## src/rtl/conv_event_address_generator.sv

```systemverilog
// conv_event_address_generator
// Takes one AER spike event {row, col} and sweeps the K x K filter window for
// each of C_OUT output channels, emitting one beat per in-range tap with the
// weight-ROM address, the Vmem-RAM address and the output-map coordinates.
//
// Ports:
//   work_clk        clock, rising edge
//   rst             synchronous active-high reset
//   aer_event       {row, col} of the incoming event
//   aer_valid/ready event handshake
//   out_valid/ready beat handshake
//   A_weight        weight ROM address (descending tap index per channel)
//   A_Vmem          Vmem RAM address
//   current_M/N     output-map row/col of the beat
//   current_ch      channel of the beat
//   operating_flag  high while a sweep is in progress (OPER and END)
//   done            one-cycle pulse at end of sweep
//   err             one-cycle pulse after an out-of-range event is dropped
//
// state  | meaning
// -------+-----------------------------------------------------------
// S_IDLE | waiting for an event, aer_ready=1
// S_OPER | sweeping ch/m/n, beats presented on the outputs
// S_END  | single cycle, done=1, then back to S_IDLE
module conv_event_address_generator #(
  parameter int K       = 5,
  parameter int PAD_W   = 32,
  parameter int PAD_H   = 32,
  parameter int C_OUT   = 2,
  parameter int COORD_W = 8,
  parameter int CH_W    = 1,
  parameter int WA_W    = 6,
  parameter int VA_W    = 11
) (
  input  logic                 work_clk,
  input  logic                 rst,
  input  logic [2*COORD_W-1:0] aer_event,
  input  logic                 aer_valid,
  output logic                 aer_ready,
  input  logic                 out_ready,
  output logic                 out_valid,
  output logic [WA_W-1:0]      A_weight,
  output logic [VA_W-1:0]      A_Vmem,
  output logic [COORD_W-1:0]   current_M,
  output logic [COORD_W-1:0]   current_N,
  output logic [CH_W-1:0]      current_ch,
  output logic                 operating_flag,
  output logic                 done,
  output logic                 err
);

  localparam int IW = 32;
  localparam int KW = (K > 1) ? $clog2(K) : 1;
  localparam int KK = K * K;

  localparam logic [IW-1:0]   PAD_H_U = IW'(PAD_H);
  localparam logic [IW-1:0]   PAD_W_U = IW'(PAD_W);
  localparam logic [VA_W-1:0] PAD_W_V = VA_W'(PAD_W);
  localparam logic [VA_W-1:0] PLANE_V = VA_W'(PAD_H * PAD_W);

  typedef enum logic [1:0] {S_IDLE, S_OPER, S_END} state_t;

  state_t state, state_nxt;

  logic [COORD_W-1:0] evt_row, evt_col;
  logic [COORD_W-1:0] row_q, col_q;
  logic [CH_W-1:0]    ch;
  logic [KW-1:0]      m, n;
  logic [WA_W-1:0]    wa;
  logic [VA_W-1:0]    vm_row;   // ch*PAD_H*PAD_W + (row+m)*PAD_W
  logic [VA_W-1:0]    ch_base;  // ch*PAD_H*PAD_W
  logic [VA_W-1:0]    row_pw;   // row*PAD_W, fixed for the whole sweep
  logic [VA_W-1:0]    vm_addr;
  logic [IW-1:0]      m_abs, n_abs;
  logic               err_q;
  logic               accept, evt_oor, in_range, step, last_idx;

  assign evt_row = aer_event[2*COORD_W-1:COORD_W];
  assign evt_col = aer_event[COORD_W-1:0];

  assign accept  = aer_valid && (state == S_IDLE);
  assign evt_oor = (IW'(evt_row) >= PAD_H_U) || (IW'(evt_col) >= PAD_W_U);

  // Wide sums so the range compare never sees a wrapped coordinate.
  assign m_abs    = IW'(row_q) + IW'(m);
  assign n_abs    = IW'(col_q) + IW'(n);
  assign in_range = (m_abs < PAD_H_U) && (n_abs < PAD_W_U);

  // Clipped taps advance on their own; in-range taps wait for the transfer.
  assign step     = (state == S_OPER) && (!in_range || out_ready);
  assign last_idx = (ch == CH_W'(C_OUT - 1)) && (m == KW'(K - 1)) && (n == KW'(K - 1));

  assign vm_addr = vm_row + VA_W'(col_q) + VA_W'(n);
  assign err     = err_q;

  always_ff @(posedge work_clk) begin
    if (rst) begin
      state <= S_IDLE;
    end else begin
      state <= state_nxt;
    end
  end

  always_comb begin
    state_nxt      = state;
    aer_ready      = 1'b0;
    out_valid      = 1'b0;
    operating_flag = 1'b0;
    done           = 1'b0;
    A_weight       = '0;
    A_Vmem         = '0;
    current_M      = '0;
    current_N      = '0;
    current_ch     = '0;
    case (state)
      S_IDLE: begin
        aer_ready = 1'b1;
        if (aer_valid && !evt_oor) state_nxt = S_OPER;
      end
      S_OPER: begin
        operating_flag = 1'b1;
        out_valid      = in_range;
        A_weight       = wa;
        A_Vmem         = vm_addr;
        current_M      = row_q + COORD_W'(m);
        current_N      = col_q + COORD_W'(n);
        current_ch     = ch;
        if (step && last_idx) state_nxt = S_END;
      end
      S_END: begin
        operating_flag = 1'b1;
        done           = 1'b1;
        state_nxt      = S_IDLE;
      end
      default: state_nxt = S_IDLE;
    endcase
  end

  // Address datapath: everything is carried incrementally from the previous
  // beat; the only multiply is row*PAD_W, taken once when the event lands.
  always_ff @(posedge work_clk) begin
    if (rst) begin
      row_q   <= '0;
      col_q   <= '0;
      ch      <= '0;
      m       <= '0;
      n       <= '0;
      wa      <= '0;
      vm_row  <= '0;
      ch_base <= '0;
      row_pw  <= '0;
      err_q   <= 1'b0;
    end else begin
      err_q <= accept && evt_oor;
      if (accept) begin
        row_q   <= evt_row;
        col_q   <= evt_col;
        ch      <= '0;
        m       <= '0;
        n       <= '0;
        wa      <= WA_W'(KK - 1);
        row_pw  <= VA_W'(IW'(evt_row) * PAD_W_U);
        vm_row  <= VA_W'(IW'(evt_row) * PAD_W_U);
        ch_base <= '0;
      end else if (step && !last_idx) begin
        if (n == KW'(K - 1)) begin
          n <= '0;
          if (m == KW'(K - 1)) begin
            // Channel wrap: jump to the next plane and restart the window.
            m       <= '0;
            ch      <= ch + CH_W'(1);
            ch_base <= ch_base + PLANE_V;
            vm_row  <= ch_base + PLANE_V + row_pw;
            wa      <= wa + WA_W'(2 * KK - 1);
          end else begin
            m      <= m + KW'(1);
            vm_row <= vm_row + PAD_W_V;
            wa     <= wa - WA_W'(1);
          end
        end else begin
          n  <= n + KW'(1);
          wa <= wa - WA_W'(1);
        end
      end
    end
  end

endmodule

```

## config.mk

```make
export PLATFORM = sky130hd
export DESIGN_NAME = conv_event_address_generator
export DESIGN_NICKNAME = d
export VERILOG_FILES = /design/src/rtl/conv_event_address_generator.sv
export SDC_FILE = /design/constraint.sdc
export NUM_CORES = 1
export LEC_CHECK = 0
export BUFFER_PORTS_ARGS = -buffer_cell sky130_fd_sc_hd__clkbuf_2
export CAP_MARGIN = 0
export CORE_MARGIN = 3
export CORE_UTILIZATION = 30
export CTS_CLUSTER_DIAMETER = 30
export DETAILED_ROUTE_END_ITERATION = 7
export GPL_TIMING_DRIVEN = 0
export HOLD_SLACK_MARGIN = 0.1
export PLACE_DENSITY_LB_ADDON = 0.1
export SETUP_SLACK_MARGIN = 0.3
export SLEW_MARGIN = 20
export SYNTH_ARGS = -nofsm -noshare
export SYNTH_HDL_FRONTEND = slang
export SYNTH_SLANG_ARGS = --single-unit
```

## constraint.sdc

```tcl
create_clock -name work_clk -period 4.2 [get_ports work_clk]
set_input_delay 0.21 -clock work_clk [delete_from_list [all_inputs] [get_ports work_clk]]
set_output_delay 0.21 -clock work_clk [all_outputs]
set_load 0.02 [all_outputs]
```

# Yosys cells after proc, flatten, opt, wreduce, memory -nomap -nowiden
# Cells that the tools add are included.
[totals] memories=0 latch_bits=0 inputBits=20 ramBits=0 romBits=0 out_inout_bits=39 register_bits=60 wordCells=82
[classes] n_mul=0 n_eq_ne=6 n_shift=0 bitwise_logic=0 n_addsub=14 magnitude_cmp=4 div_mod_pow=0 mux=22 reduce_logical=23
[op_table] op="11-bit two-way mux" n=5
[op_table] op="8-bit by 3-bit adder with 9-bit output" n=2
[op_table] op="9-bit by 6-bit less-than comparator with 1-bit output (second input constant)" n=2
[op_table] op="6-bit two-way mux" n=3
[op_table] op="8-bit by 3-bit adder with 8-bit output" n=2
[op_table] op="8-bit by 6-bit greater-or-equal comparator with 1-bit output (second input constant)" n=2
[op_table] op="8-bit two-way mux" n=2
[op_table] op="11-bit adder" n=1
[op_table] op="11-bit adder (second input constant)" n=1
[op_table] op="11-bit by 3-bit adder with 11-bit output" n=1
[op_table] op="11-bit by 6-bit adder with 11-bit output (second input constant)" n=1
[op_table] op="11-bit by 8-bit adder with 11-bit output" n=1
[op_table] op="5-bit two-way mux" n=2
[op_table] op="1-bit logical AND" n=9
[op_table] op="3-bit by 1-bit adder with 3-bit output (second input constant)" n=2
[op_table] op="6-bit adder (second input constant)" n=1
[op_table] op="3-bit == test (second input constant)" n=2
[op_table] op="3-bit two-way mux" n=2
[op_table] op="2-bit AND reduction" n=3
[op_table] op="6-bit by 1-bit subtractor with 6-bit output (second input constant)" n=1
[op_table] op="1-bit two-way mux" n=5
[op_table] op="2-bit two-way mux" n=2
[op_table] op="2-bit by 1-bit inequality test with 1-bit output (second input constant)" n=2
[op_table] op="2-bit case mux with 2 select lines" n=1
[op_table] op="9 further kinds" n=14

# Logic depth before layout (Yosys ltp)
[logic_depth] depth_word=9 mapped_depth=10 ltp_nobuf=10

# Least setup slack after synthesis
# Ideal clock, no wire load.
[synth_timing] path_kind="register to output" start="reg col_q[1]" end="out A_Vmem[7]" n_path_buf=0 setup_slack_ps=1383 required_time_ps=3990 arrival_time_ps=2607 path_stages_with_launch=11 path_cell_list="dfxtp_1 fa_1 ha_1 inv_1 fa_1 nor2b_1 o21ai_0 a21boi_0 o21ai_0 nor3b_1 nor3_1"
[synth_between] elab_chain_cells=3
[synth_rtl] element="start, declared" line="66" text="logic [COORD_W-1:0] row_q, col_q;"
[synth_rtl] element="start signal, assigned" line="157" text="col_q <= evt_col;"
[synth_rtl] element="11-bit by 8-bit adder with 11-bit output" line="93" text="assign vm_addr = vm_row + VA_W'(col_q) + VA_W'(n);"
[synth_rtl] element="11-bit by 3-bit adder with 11-bit output" line="93"
[synth_rtl] element="11-bit two-way mux" line="115" text="case (state)"
[synth_rtl] element="end, declared" line="43" text="output logic [VA_W-1:0] A_Vmem,"
# No other way between the ends.

# Final worst setup path
[layout_timing] start="reg col_q[1]" end="out A_Vmem[9]"
# The elaborated chain is that of the path after synthesis.

==> qor.csv <==
metric;value;unit
num_antenna_cells;0;
grt_pass1_vias;2949;
avgSynthCellArea;7.77;µm²
syn_inst;418;
antenna_left;0;
synth_warnings;0;
pwr_density_cell;256;nW/µm²
p_leak;1.65;nW
cp.depth;11;
synth_enable_flop_cells;0;
synthMostInstantiatedCell;nand2_1;
rsz0062_at_grt;false;
start_kind;flip-flop;
multiInputGateArea;2220;µm²
async_reset_ff_share;0;%
crit_path_max_incr_delay;0.56;ns
cap_violations;0;
first_pass_iters;4;
ys_seq_elements;44;
crit_chain;fa_1 > ha_1 > inv_1 > fa_1 > nor2b_1 > o21ai_0 > a21boi_0 > o21ai_0 > a21oi_1 > mux2i_1 > clkbuf_2;
stdcell_count;620;
die_w;110;µm
stdcell_area;3830;µm²
viasPerCell;5.06;
start_util;31.2;%
cts_resized;0;
critPathTopFamily;adder cells;
fmax;293;MHz
cp-startpoint;col_q[1];
path_class;flip-flop to output pin;
gp_congestion;0.799;
overflow;0;
clock_latency;0.31;ns
synth_cell_types;48;
pre_cts_ws;1.14;ns
timing.rr.end;m[1];
die_area;12100;µm²
place_area;3710;µm²
routed_wirelength;9.79;mm
whs;0.115;ns
io_pins;59;
ys_seq_area_share;27.1;%
clock-sinks;44;
p_total;979;µW
worst-slew-pin-transition;0.707;ns
num_rows;37;
skew;0.0169;ns
timing.final.hold_violations;0;
synth_fp_nets;473;
critPathMaxFanout;4;
crit_buf_inv;2;
layout.nets;538;
endpoint;A_Vmem[9];
worstHoldPathType;input pin to flip-flop;
max_slew_margin;52.7;%
syn_to_final_growth;17.9;%
synth_area;3250;µm²
port_buffers;58;
cts_buffers;5;
r2r_slack;1.13;ns
cp.required;3.99;ns
ys.flop_type;dfxtp_1;
core_area;10400;µm²
fin_util;36.8;%
dp_cells;612;
grt_max_degree;15;
cts_hold_buf;0;
vias;3138;
rr_startpoint;n[0];
clkSlewWorstSetupHoldPaths;0.09;ns
setup-tns-final;0;ns
dp_hpwl;7.62;mm
layout-drive-gt1-share;15.3;%
synth_commonest_cells;nand2_1 (53), nor2_1 (49), dfxtp_1 (44);
root_buffer;clkbuf_8;
period_needed;3.41;ns
ff_latch_area;881;µm²
synth_top_area_cell;dfxtp_1;
grtUsageTotal;16.9;%
antenna_found_initial;0;
crit_path_end_kind;output pin;
r2r.worst_path.cells;9;
cts_tree;yes;
min_period_over_period;81.2;%
ir_drop;0.131;mV
final.setup.worst_slack;0.791;ns
status;completed;
cts-htree-levels;2;
fill_cells;1116;
clock_path_buffers;2;
synth_top_area_share;27.1;%
drt_iter0_drc;144;
drc_errors;0;
worstPathArrival;3.20;ns
crit_slowest_cell;fa_1;
setup_viol;0;
postCtsSetupBuffers;0;
die_h;110;µm
yosys-top-cells-area;dfxtp_1 (27%), ha_1 (11%), a21oi_1 (6.3%);
slew_viol_final;0;
grt_first_pass_wirelength;15.7;mm
wl_per_cell;15.8;µm
==> how the worst min path moves through the flow <==
| stage | startpoint | to | slack, ns | depth (start not counted) |
|---|---|---|---|---|
| floorplan | aer_event[8] | vm_row[5] | 0.32 | 2 |
| global placement | aer_event[1] | col_q[1] | 0.43 | 3 |
| detailed placement | aer_event[0] | col_q[0] | 0.44 | 3 |
| CTS | aer_event[0] | col_q[0] | 0.11 | 3 |
| global route | aer_event[1] | col_q[1] | 0.12 | 3 |
| finish | aer_event[1] | col_q[1] | 0.11 | 3 |
==> state kept, by name (all words and copies together) (netlist names) <==
register / cells
vm_row: 11
col_q: 8
row_q: 8
wa: 6
m: 3
n: 3
state: 2
ch: 1
ch_base: 1
err: 1
==> tightest hold or removal path, cell delays in order <==
cell,delay (ns)
clkbuf_2,0.08
nand2_1,0.05
a21oi_1,0.05
==> placed cells by master, fill, tap and decap left out, types with 4 or more instances in the layout <==
cell type and instances:
inv_1 17, o211ai_1 5, mux2i_1 6, nor3_1 9, ha_1 29, a21o_1 5, nand4_1 7, and2_1 13
dfxtp_1 44, clkbuf_2 58, a31oi_1 5, o21ai_0 13, nand2_1 53, buf_1 4, a21boi_0 4, or3_1 4
nor2_1 49, a21oi_1 41, clkbuf_8 6, nand2b_1 7, fa_1 6, and3_1 9, clkbuf_1 14, nand3_1 15
or4_1 4, xnor2_1 11, xor2_1 8
==> routing by layer <==
| layer | global-route usage, % | share of wire, % |
|---|---|---|
| met2 | 26.8 | 44 |
| met1 | 24.5 | 50 |
| met5 | 0 | 0 |
| met4 | 3.74 | 0.88 |
| met3 | 2.33 | 4.7 |
==> cell type report <==
class | instances | share of cell area [%]
inverter | 17 | 1.67
buffer | 19 | 2.06
timing repair buffer | 58 | 7.58
clock buffer | 6 | 2.16
tap | 136 | 4.44
sequential | 44 | 23.0
multi-input combinational | 338 | 58.1
clock inverter | 2 | 1.01
==> power breakdown <==
part	leakage, nW	switching [mW]	internal, mW
logic	1.23	0.103	0.0611
registers	0.360	0.0231	0.433
clock network	0.0614	0.164	0.195
==> cell families (layout without fill, tap and decap cells) <==
group / Yosys count / count (layout) / synth area share (%)
AND/OR/NAND/NOR: 182 / 182 / 27.2
AO/OA/AOI/OAI: 95 / 95 / 19.1
flip-flops: 44 / 44 / 27.1
buffers and inverters: 36 / 102 / 4.39
adder cells (fa/ha/maj): 35 / 35 / 14.9
XOR/XNOR: 19 / 19 / 5.12
multiplexers: 7 / 7 / 2.20
(Power assumes the default switching activity.)
